[src/rtl/prio_encoder_stream_pkg.sv]
// Shared definitions for the streaming priority encoder and its combinational core.
// Index N-1 has top priority, which matches the 2-to-4 decoder mapping (code 3 <-> y[3]).
package prio_enc_pkg;

    localparam int DEFAULT_N = 4;
    localparam int MAX_N     = 32;
    localparam int MAX_W     = $clog2(MAX_N);

    // Output-stage state: EMPTY means nothing is presented, FULL means out_code holds a request.
    typedef enum logic {
        ST_EMPTY = 1'b0,
        ST_FULL  = 1'b1
    } state_e;

    function automatic int code_width(input int n);
        return (n <= 2) ? 1 : $clog2(n);
    endfunction

    // Returns the highest set index, or 0 when the vector is all-zero.
    function automatic logic [MAX_W-1:0] prio_index(input logic [MAX_N-1:0] vec);
        logic [MAX_W-1:0] idx;
        idx = '0;
        for (int i = 0; i < MAX_N; i++) begin
            if (vec[i]) idx = MAX_W'(i);
        end
        return idx;
    endfunction

endpackage

[src/rtl/prio_encoder_stream_comb.sv]
// Combinational N-to-log2(N) priority encoder: highest set bit wins.
// any_valid qualifies idx, which reads 0 for an all-zero input.
module prio_enc_comb
    import prio_enc_pkg::*;
#(
    parameter  int N = DEFAULT_N,
    localparam int W = code_width(N)
) (
    input  logic [N-1:0] vec,
    output logic [W-1:0] idx,
    output logic         any_valid
);

    logic [MAX_N-1:0] vec_wide;

    assign vec_wide  = MAX_N'(vec);
    assign idx       = W'(prio_index(vec_wide));
    assign any_valid = |vec;

endmodule

[src/rtl/prio_encoder_stream.sv]
// Streaming priority encoder: request pulses collect in a pending register and the
// highest pending index is presented one at a time on a valid/ready output.
module prio_encoder_stream
    import prio_enc_pkg::*;
#(
    parameter  int N = DEFAULT_N,
    localparam int W = code_width(N)
) (
    input  logic         clk,
    input  logic         rst_n,
    input  logic [N-1:0] req_i,
    output logic [W-1:0] out_code,
    output logic         out_valid,
    input  logic         out_ready,
    output logic [N-1:0] pending_o,
    output logic         overflow_o
);

    state_e       state, state_nxt;
    logic [N-1:0] pending, pending_nxt;
    logic [N-1:0] cand;
    logic [W-1:0] sel;
    logic         cand_any;
    logic         load;

    // New pulses are merged with what is already waiting before picking a winner.
    assign cand = pending | req_i;

    prio_enc_comb #(.N(N)) u_enc (
        .vec       (cand),
        .idx       (sel),
        .any_valid (cand_any)
    );

    assign load = ((state == ST_EMPTY) || out_ready) && cand_any;

    always_comb begin
        state_nxt   = state;
        pending_nxt = cand;
        if (load) pending_nxt = cand & ~(N'(1) << sel);
        case (state)
            ST_EMPTY: if (cand_any) state_nxt = ST_FULL;
            ST_FULL:  if (out_ready && !cand_any) state_nxt = ST_EMPTY;
            default:  state_nxt = ST_EMPTY;
        endcase
    end

    // A re-request of the presented line is not pending, so it counts as a new event;
    // overflow only flags pulses landing on lines already waiting.
    always_ff @(posedge clk or negedge rst_n) begin
        if (!rst_n) begin
            state      <= ST_EMPTY;
            pending    <= '0;
            out_code   <= '0;
            overflow_o <= 1'b0;
        end else begin
            state      <= state_nxt;
            pending    <= pending_nxt;
            overflow_o <= |(req_i & pending);
            if (load) out_code <= sel;
        end
    end

    assign out_valid = (state == ST_FULL);
    assign pending_o = pending;

endmodule

[config.mk]
export PLATFORM = sky130hd
export DESIGN_NAME = prio_encoder_stream
export DESIGN_NICKNAME = d
export VERILOG_FILES = /design/src/rtl/prio_encoder_stream_pkg.sv /design/src/rtl/prio_encoder_stream_comb.sv /design/src/rtl/prio_encoder_stream.sv
export SDC_FILE = /design/constraint.sdc
export NUM_CORES = 1
export LEC_CHECK = 0
export ABC_CLOCK_PERIOD_IN_PS = 1000
export BUFFER_PORTS_ARGS = -buffer_cell sky130_fd_sc_hd__buf_2
export CORE_AREA = 8 8 45 47
export DETAILED_ROUTE_END_ITERATION = 8
export DIE_AREA = 0 0 53 55
export HOLD_SLACK_MARGIN = 0.05
export SYNTH_ARGS = -nofsm -noshare
export SYNTH_HDL_FRONTEND = slang
export SYNTH_SLANG_ARGS = --single-unit
[constraint.sdc]
create_clock -name clk -period 1 [get_ports clk]
set_input_delay 0.2 -clock clk [delete_from_list [all_inputs] [get_ports clk]]
set_output_delay 0.2 -clock clk [all_outputs]
set_load 0.02 [all_outputs]
Word level (Yosys, flattened, before mapping)
Cells that the tools add are included.
- shift operators: 1
- multiplexer cells: 7
- bitwise operators: 5
- reduce and logical (&&, ||, !) cells: 6
- operator list (operator ; number):
    4-bit bitwise AND ; 2
    4-bit OR reduction ; 2
    2-bit two-way mux ; 2
    4-bit two-way mux ; 1
    4-bit NOT ; 1
    4-bit OR ; 1
    1-bit by 2-bit << shifter with 4-bit output (first input constant) ; 1
    1-bit two-way mux ; 3
    1-bit logical AND ; 2
    1-bit one-hot mux with 2 select lines ; 1
    1-bit logical NOT ; 1
    1-bit logical OR ; 1
    1-bit NOT ; 1
- bits in registers: 8
- logic and storage cells: 23

Longest topological paths before layout
- depth in word-level cells: 8
- gate-level depth with buffers: 3
- gate-level depth less buffers: 3

Hierarchy
Synthesis repeated with hierarchy kept, for this count alone.
- cells, all modules: 31
- area, all modules: 366.6 um2
- modules (own cells, without submodules) (module ; instances ; cells each ; area an instance (um2) ; seq. area each (um2)):
    prio_encoder_stream ; 1 ; 27 ; 342.8 ; 200.2
    prio_enc_comb ; 1 ; 4 ; 23.8 ; 0.0

Worst setup path after synthesis
OpenSTA, ideal clock, no wires.
- kind: register to register
- start: register pending[3] (netlist: pending_o[3])
- end: register pending[0] (netlist: pending_o[0])
- setup time: 0.133 ns
- arrival time: 0.938 ns
- path slack: -0.071 ns
- cell stages (with the launch flop): 4
- path buffers: 0
- period minus slack after synthesis: 1.071 ns
- cells stage by stage: dfrtp_1 > nor2_2 > nor4b_4 > a21oi_1
- longest elaborated chain between the ends: 6
- elaborated cells on any way between the ends: 8
- those cells by class: shift: 1; mux: 2; bitwise: 3; reduce/logical: 2
- ends and longest elaborated chain (item ; RTL line ; RTL):
    from (decl) ; prio_encoder_stream.sv:20 ; logic [N-1:0] pending, pending_nxt;
    from (signal assigned) ; prio_encoder_stream.sv:58 ; pending <= pending_nxt;
    4-bit OR * ; prio_encoder_stream.sv:27 ; assign cand = pending | req_i;
    2-bit two-way mux ; prio_encoder_stream_pkg.sv:24 ; if (vec[i]) idx = MAX_W'(i);
    1-bit by 2-bit << shifter with 4-bit output ; prio_encoder_stream.sv:40 ; if (load) pending_nxt = cand & ~(N'(1) << sel);
    4-bit NOT ; prio_encoder_stream.sv:40 ;
    4-bit bitwise AND ; prio_encoder_stream.sv:40 ;
    4-bit two-way mux * ; prio_encoder_stream.sv:40 ;
    via pending_nxt[0] ; prio_encoder_stream.sv:20 ;
Mark *: on every way through the listed nets, which the timed path passes. The rest lies on a longest branch.
A chain may end at the register's enable or synchronous reset.

Worst setup path after layout
- start: register pending[0] (netlist: pending_o[0])
- end: output pending_o[0]
- RTL lines (item ; RTL line ; RTL):
    to (decl) ; prio_encoder_stream.sv:15 ; output logic [N-1:0] pending_o,
No word-level cell between the ends.

==> metrics.txt <==
status finished, violations left; failing checks negative setup slack; CTS tree built; commonest non-fill, non-tap cell in the layout buf_6; HP Class in2reg; Power, Total 0.836 mW; reg-to-reg slack, setup -0.09 ns; fin nets 66; initial drt markers 9; GPL Wtd Cong 0.738; Final period util 114%; Die ar. 0.00292 sq mm; largest net degree at the start of global routing 9; FF-to-FF Start out_valid; # setup viols final 11; hold endpoint out_valid; crit end category output pin; PwrDens 1280 mW/mm^2; Post-route DRC 0; first-pass GRT wire length 1.71 mm; most frequent cells in the layout buf_6, buf_2, dfrtp_1, buf_4, o21ai_1; Max rail drop VDD 0.925 mV; Leak 0.272 nW; IO buf count 14; initial antenna violation count 0; register area share after synthesis 56.5%; worst hold start req_i[1]; met2 wire length 533 um; Worst R2R Path Depth 3; Worst Path Max Fanout 3; Crit Path Category reg2out; clock network latency to the later pin of the worst-skew pair 0.27 ns; WL final 1.07 mm; Final Max Tran Viols 0; Yosys cell types 15; wire length per cell 14.5 um; PnR worst setup slack -0.142 ns; Worst EP required 0.80 ns; Hold Fails Final Rpt 0; worst reg2reg path endpoint pending_o[0]; Inserted Diodes 0; Longest Clk Path Bufs 2; Max Clk Rate 876 MHz; H-tree depth 1; DRT antenna net count 0; final core occ 47.3%; critical path data arrival time 0.94 ns; Netlist Area Pre-Place 354 sq um; Metal-1 WL 418 um; share of layout cells above drive strength 1 65.5%; Critical Path Most Common Cell buf_6; CP Launch Type register; Hold Path Stages 3; delay of the slowest critical-path stage 0.42 ns; clock sink total 8; Congestion Overflow GR 0; Yosys reg bits 8; CP max stage cell dfrtp_1; # rows 14; Max-Slew Margin vs Limit 82.9%; vias in the first global route 387; core area 0.00138 sq mm; Max Used Layer met4; Detailed Place HPWL 710 um; via count 342; worst clock skew 0.00215 ns; clock-pin slew on the worst setup and hold paths 0.06 ns; WL met3 105 um; final critical-path required period 1.14 ns; I/O pins 15; Worst-Margin Slew 0.255 ns; Die Span Y 55 um; syn nets 36; die extent in x 53 um; RSZ-0062 raised after global routing yes; worst-path cell chain buf_6 > buf_6; Max-cap violations 0; Vias per Instance 4.62; Synth Instances 29; starting density of the core 25.6%; hold_ws 0.229 ns; synthesized area per cell 12.2 sq um; All-Layer GR Usage 8.20%; CTS Root Cell clkbuf_4; synthesis-to-layout area growth 84.8%; Ys Warns 0; Num CTS Buffers 3; drt pass-1 iters 3
==> power breakdown <==
part / internal, mW / switching, mW
combinational: 0.0922 / 0.0868
clock: 0.154 / 0.137
sequential: 0.344 / 0.0214
==> cell families (layout without fill, tap and decap cells) <==
logic type / Yosys count / in the layout / synth area share, %
AOI/OAI and AO/OA: 9 / 9 / 16.6
buffers and inverters: 0 / 29 / 0
and+or+nand+nor: 12 / 12 / 26.9
DFF: 8 / 8 / 56.5
==> Yosys cell counts <==
library cell	n	area [sq um]
o32a_1	1	10.0
nor4_2	1	12.5
nor2_1	3	11.3
dfrtp_1	8	200
nor2b_4	1	13.8
o31a_1	1	8.76
o21ai_1	1	5.00
nor4_1	2	12.5
a22oi_1	2	15.0
o21ai_0	3	15.0
and2b_1	1	7.51
nor2_2	1	6.26
nand2_1	2	7.51
nor4b_4	1	23.8
a21oi_1	1	5.00
==> registers in the layout (all words and copies together), names as in the netlist <==
name        flops
pending_o       4
out_valid       1
out_code        2
overflow_o      1
==> per-layer routing <==
metal / vias up / track usage (%)
li1: 169 / -
met5: - / 0
met1: 161 / 8.05
met2: 10 / 13.7
met3: 2 / 3.74
met4: 0 / 5.60
==> cell type report <==
cell class | instances | area (sq um)
flip-flops and latches | 8 | 204
well taps | 16 | 20.0
multi-input cells | 21 | 186
clock buffers | 4 | 26.3
fillers | 131 | 729
repair buffers | 25 | 218
==> what timing repair did <==
action / 4_1_cts / 5_1_grt
hold endpoints to repair: 8 / 0
setup buffers: 5 / 3
pin swaps: 4 / 3
gates cloned: 0 / 0
hold buffers: 1 / 0
setup endpoints to repair: 10 / 13
gates resized for setup: 19 / 9
==> stage by stage <==
step                setup TNS [ns]  setup WS [ns]  cell area, sq um  instances
finish                      -0.626         -0.142               654         74
global route                 -1.07         -0.159               654         74
CTS                         -0.464         -0.114               603         71
detailed placement         -0.0523        -0.0228               463         61
global placement          -0.00419       -0.00419               463         61
floorplan                  -0.0840        -0.0376               358         29
==> critical path, delay by kind of cell, from the launching register on <==
kind | cells | cell delay, ns
buffers and inverters | 2 | 0.26
flip-flops | 1 | 0.42
==> worst max-delay path by stage <==
stage | start | end | slack (ns) | cells after the start
detailed placement | out_valid | pending_o[0] | -0.02 | 3
CTS | pending_o[0] | pending_o[0] | -0.11 | 2
finish | pending_o[0] | pending_o[0] | -0.14 | 2
floorplan | out_valid | pending_o[0] | -0.04 | 3
global route | pending_o[0] | pending_o[0] | -0.16 | 2
global placement | pending_o[0] | out_code[1] | -0.004 | 3
Note: power is estimated with default switching activity, not from simulation.
